## config.mk

```make
export PLATFORM = sky130hd
export DESIGN_NAME = issue_queue_flat
export DESIGN_NICKNAME = d
export VERILOG_FILES = /design/src/rtl/issue_queue_pkg.sv /design/src/rtl/issue_queue_if.sv /design/src/rtl/issue_queue.sv /design/src/flat_wrapper.sv
export SDC_FILE = /design/constraint.sdc
export NUM_CORES = 1
export LEC_CHECK = 0
export ABC_CLOCK_PERIOD_IN_PS = 18300
export BUFFER_PORTS_ARGS = -buffer_cell sky130_fd_sc_hd__buf_2
export CORE_MARGIN = 5
export CORE_UTILIZATION = 64
export DETAILED_ROUTE_END_ITERATION = 8
export PLACE_DENSITY = 0.84
export SLEW_MARGIN = 15
export SYNTH_ARGS = -nofsm -noshare
export SYNTH_HDL_FRONTEND = slang
export SYNTH_SLANG_ARGS = --single-unit
export TNS_END_PERCENT = 30
```

## constraint.sdc

```tcl
create_clock -name clk -period 18.3 [get_ports clk]
set_clock_uncertainty 0.1 [all_clocks]
set_input_delay 0.915 -clock clk [delete_from_list [all_inputs] [get_ports clk]]
set_output_delay 0.915 -clock clk [all_outputs]
set_load 0.1 [all_outputs]
```

## src/rtl/issue_queue_pkg.sv

```systemverilog
// Shared types for the issue queue: the fetch->issue pipeline payload.
package issue_queue_pkg;

    typedef struct packed {
        logic [31:0] pc;
        logic [31:0] instr;
    } pipe_in_t;

endpackage

```

## src/rtl/issue_queue_if.sv

```systemverilog
// Enqueue/dequeue handshake bundle between fetch, the issue queue and dispatch.
interface issue_queue_if;
    import issue_queue_pkg::*;

    logic     enq_valid;
    pipe_in_t enq_data;
    logic     queue_full;
    logic     deq_valid;
    pipe_in_t deq_data;
    logic     deq_ready;

    modport master (
        output enq_valid, enq_data, deq_ready,
        input  queue_full, deq_valid, deq_data
    );

    modport slave (
        input  enq_valid, enq_data, deq_ready,
        output queue_full, deq_valid, deq_data
    );
endinterface

```

## src/rtl/issue_queue.sv

```systemverilog
// Circular-buffer issue queue with first-word-fall-through head, skid-aware
// back-pressure, sticky overflow detection and synchronous flush.
module issue_queue
    import issue_queue_pkg::*;
#(
    parameter int DEPTH = 8,
    parameter int SKID  = 2
) (
    input  logic                       clk,
    input  logic                       reset,
    issue_queue_if.slave               q,
    input  logic                       flush,
    output logic [$clog2(DEPTH+1)-1:0] count,
    output logic                       overflow
);
    localparam int PW = $clog2(DEPTH);
    localparam int CW = $clog2(DEPTH + 1);

    pipe_in_t        mem_r [DEPTH];
    logic [PW-1:0]   head_r;
    logic [PW-1:0]   tail_r;
    logic [CW-1:0]   count_r;
    logic            overflow_r;

    logic            deq_fire_s;
    logic            enq_fire_s;
    logic            drop_s;

    // Handshake decode; a dequeue frees a slot so a full queue still accepts.
    always_comb begin
        deq_fire_s = 1'b0;
        enq_fire_s = 1'b0;
        drop_s     = 1'b0;
        if (q.deq_valid && q.deq_ready) begin
            deq_fire_s = 1'b1;
        end else begin
            deq_fire_s = 1'b0;
        end
        if (q.enq_valid && ((count_r < CW'(DEPTH)) || deq_fire_s)) begin
            enq_fire_s = 1'b1;
        end else if (q.enq_valid) begin
            drop_s = 1'b1;
        end else begin
            enq_fire_s = 1'b0;
        end
    end

    // Payload storage, intentionally left unreset.
    always_ff @(posedge clk) begin
        if (enq_fire_s && !flush) begin
            mem_r[tail_r] <= q.enq_data;
        end
    end

    // Pointer, occupancy and sticky error state; flush outranks all traffic.
    always_ff @(posedge clk or negedge reset) begin
        if (!reset) begin
            head_r     <= PW'(0);
            tail_r     <= PW'(0);
            count_r    <= CW'(0);
            overflow_r <= 1'b0;
        end else if (flush) begin
            head_r     <= PW'(0);
            tail_r     <= PW'(0);
            count_r    <= CW'(0);
        end else begin
            if (deq_fire_s) begin
                head_r <= head_r + PW'(1);
            end
            if (enq_fire_s) begin
                tail_r <= tail_r + PW'(1);
            end
            case ({enq_fire_s, deq_fire_s})
                2'b10:   count_r <= count_r + CW'(1);
                2'b01:   count_r <= count_r - CW'(1);
                default: count_r <= count_r;
            endcase
            if (drop_s) begin
                overflow_r <= 1'b1;
            end
        end
    end

    assign q.deq_valid  = (count_r != CW'(0));
    assign q.deq_data   = mem_r[head_r];
    assign q.queue_full = (count_r >= CW'(DEPTH - SKID));
    assign count        = count_r;
    assign overflow     = overflow_r;

endmodule

```

## src/flat_wrapper.sv

```systemverilog
// flat-port wrapper written by rule: the top's interface ports become plain ports
module issue_queue_flat import issue_queue_pkg::*;
#(
    parameter int DEPTH = 8,
    parameter int SKID  = 2
)
  (clk, reset, flush, count, overflow, q_enq_valid, q_enq_data, q_deq_ready, q_queue_full, q_deq_valid, q_deq_data);
  issue_queue_if q_i ();
  input  logic clk;
  input  logic reset;
  input  logic flush;
  output logic [$clog2(DEPTH+1)-1:0] count;
  output logic overflow;
  input wire logic [$bits(q_i.enq_valid)-1:0] q_enq_valid;
  input wire logic [$bits(q_i.enq_data)-1:0] q_enq_data;
  input wire logic [$bits(q_i.deq_ready)-1:0] q_deq_ready;
  output wire logic [$bits(q_i.queue_full)-1:0] q_queue_full;
  output wire logic [$bits(q_i.deq_valid)-1:0] q_deq_valid;
  output wire logic [$bits(q_i.deq_data)-1:0] q_deq_data;
  assign q_i.enq_valid = q_enq_valid;
  assign q_i.enq_data = q_enq_data;
  assign q_i.deq_ready = q_deq_ready;
  assign q_queue_full = q_i.queue_full;
  assign q_deq_valid = q_i.deq_valid;
  assign q_deq_data = q_i.deq_data;
  issue_queue #(.DEPTH(DEPTH), .SKID(SKID)) u_core (.clk(clk), .reset(reset), .q(q_i), .flush(flush), .count(count), .overflow(overflow));
endmodule
```

==> run metrics <==
outcome=completed; total power draw=3340 uW; Ys Warns=0; Critical path origin=u_core.head_r[1]; Worst Tran Pin Value=1.036 ns; drt drc=0; core box area=30750 um2; CP required=17.28 ns; Pwr Density=146.9 nW/um2; setup ws final=13.59 ns; CTS H-Tree Depth=2; clk sinks=523; grt total ovfl=0; DRT Wirelength=37.54 mm; antenna-violating nets left=0; row cnt=64; maximum VDD drop=103.7 uV; Max Cap Viol=0; FF-to-FF path depth=5; Final HPWL DP=19.94 mm; Final Util=0.7394; post-CTS setup repair buffer count=0; die span in y=186.9 um; Root Buffer=clkbuf_16; Met3 Wirelength=2.503 mm; RR Endpoint=u_core.mem_r[0][23]; fin. max-slew vios=0; fin nets=1073; Die X=186.9 um; startpoint type of the worst setup path=register; Worst Path Arrival=3.70 ns; setup TNS=0 ns; first-pass GRT wire length=57.83 mm; most frequent cells in the layout=512 x edfxtp_1, 139 x buf_2, 128 x mux4_2, 64 x mux2_2, 50 x clkbuf_16; initial antenna violation count=9; DRT iter0 DRCs=834; part of the cycle the worst path needs=0.2576; unrepaired setup endpoints after global routing=false; fmax=212.2 MHz; Die ar.=34930 um2; Hold Crit Class=primary input to asynchronous set/reset pin; reg-to-reg slack, setup=14.93 ns; CP endpoint kind=output pin; Area Overhead vs Synth=13.54%; GRT Util Overall=0.2173; pin count of the biggest net entering global routing=69; sequential area share after synthesis=0.7815; TritonCTS clock tree=done; type of the worst setup path=register to output pin; Port Buffer Count=139; mapped cell area=20030 um2; Leakage=0.007300 uW; later-pin clock latency in the skew report=0.53 ns; Rel. slew slack=0.3096; WL/cell=26.18 um; final hold vios=0; gp weighted congestion=0.7430; met2 wire length=19.11 mm; Layout fillers=1691; reg-to-reg critical path startpoint=u_core.count[3]; Final setup viols=0; layout cell share with drive strength beyond 1=0.4139; wire length on met1=14.87 mm; most common cell after layout, fill and taps aside=edfxtp_1; Netlist cell types=43; Yosys reg bits=523; DRT Pass-1 Iters=5; CTS Buffer Depth=3; CP max FO=68; CTS clk-pin slew, worst paths=0.06 ns; min cycle time layout=4.714 ns; starting density of the core=0.6512; Post-Place Setup Slack=13.91 ns; routed vias/inst=6.255; Top-Level Pins=140; CTS Hold Buffers Added=0; syn_area_per_cell=24.10 um2; Max Used Layer=met5; Cells after Synth=831; syn nets=904; cts bufs inserted=49; Post-CTS Resized=0; number of global-route vias before repair=9491; via count=8969
-- worst max-delay path, cell delays in order (launching register included) --
cell     delay [ns]
dfrtp_4        0.62
buf_4          0.83
buf_4          0.66
mux4_2         0.40
mux2_2         0.31
buf_2          0.30
-- worst max path at each step --
stage	end	slack [ns]	depth (start not counted)
4_1_cts	q_deq_data[43]	13.33	4
3_3_place_gp	q_deq_data[20]	13.98	4
5_1_grt	q_deq_data[53]	13.40	5
2_1_floorplan	u_core.mem_r[0][0]	11.60	5
3_5_place_dp	q_deq_data[20]	13.91	4
6_report	q_deq_data[17]	13.59	5
-- power breakdown --
part	switching, uW	total, uW	internal, uW
sequential	30.9	1370	1340
combinational	695	998	303
clock	399	967	568
-- cells by family (layout without fill, tap and decap cells) --
kind of cell	Yosys count	count (layout)	share of synthesized area
multiplexers	195	195	0.1814
AO/OA/AOI/OAI	15	15	0.006561
flip-flops	523	523	0.7815
AND/OR/NAND/NOR	42	42	0.01081
buffers and inverters	44	247	0.01368
other	0	4	0
adder cells (fa/ha/maj)	4	4	0.002499
XOR/XNOR	8	8	0.003499
-- through the flow --
stage | cell area [um2] | instances | hold WS, ns
final | 22740 | 1434 | 0.1475
after detailed placement | 21160 | 1344 | 0.3568
after global routing | 22730 | 1432 | 0.1428
after global placement | 21160 | 1344 | 0.3470
after CTS | 22700 | 1429 | 0.1274
after floorplan | 20030 | 831 | 0.4463
-- registers in the layout (all words and copies together) (netlist names) --
name             count
u_core.overflow      1
u_core.count         4
u_core.mem_r       512
u_core.tail_r        3
u_core.head_r        3
-- cells in the mapped netlist (all sizes together) --
| cell | count | area [um2] |
|---|---|---|
| or3 | 1 | 6.260 |
| a32oi | 1 | 8.760 |
| o21ai | 1 | 5.000 |
| o32ai | 1 | 8.760 |
| o41ai | 1 | 27.53 |
| nor2 | 15 | 56.30 |
| nor4 | 1 | 6.260 |
| nand2b | 5 | 31.28 |
| mux2i | 3 | 30.03 |
| nand2 | 5 | 18.77 |
| or4 | 1 | 7.510 |
| ha | 4 | 50.05 |
| nand4 | 1 | 6.260 |
| and3 | 1 | 6.260 |
| clkbuf | 11 | 41.29 |
| a41o | 1 | 10.01 |
| a211oi | 1 | 7.510 |
| nor4b | 1 | 8.760 |
| mux2 | 64 | 720.7 |
| o211ai | 1 | 7.510 |
| xnor2 | 3 | 26.28 |
| nor3 | 4 | 20.02 |
| a21oi | 1 | 5.000 |
| edfxtp | 512 | 15370 |
| xor2 | 5 | 43.79 |
| nor2b | 1 | 6.260 |
| nand4b | 2 | 17.52 |
| o22ai | 1 | 6.260 |
| or2 | 1 | 6.260 |
| a221oi | 1 | 8.760 |
| o21bai | 1 | 7.510 |
| nand3 | 2 | 10.01 |
| mux4 | 128 | 2883 |
| or3b | 1 | 8.760 |
| a21o | 1 | 7.510 |
| o21a | 2 | 15.01 |
| dfrtp | 11 | 275.3 |
| inv | 3 | 11.26 |
| a31oi | 1 | 6.260 |
| buf | 30 | 221.5 |
-- cell type report --
type,count,area [um2],share of cell area
antenna,4,10.01,0.0004402
clock buffer,67,1345,0.05916
tap,396,495.5,0.02179
sequential,523,15660,0.6888
inverter,3,11.26,0.0004953
timing repair buffer,159,865.8,0.03808
clock inverter,18,191.4,0.008420
multi-input combinational,264,4156,0.1828
-- metal layers --
layer / up-vias / track usage
li1: 3870 / -
met1: 4722 / 0.3001
met2: 288 / 0.3596
met3: 77 / 0.05039
met4: 12 / 0.05859
met5: - / 0
(Power assumes the default switching activity.)
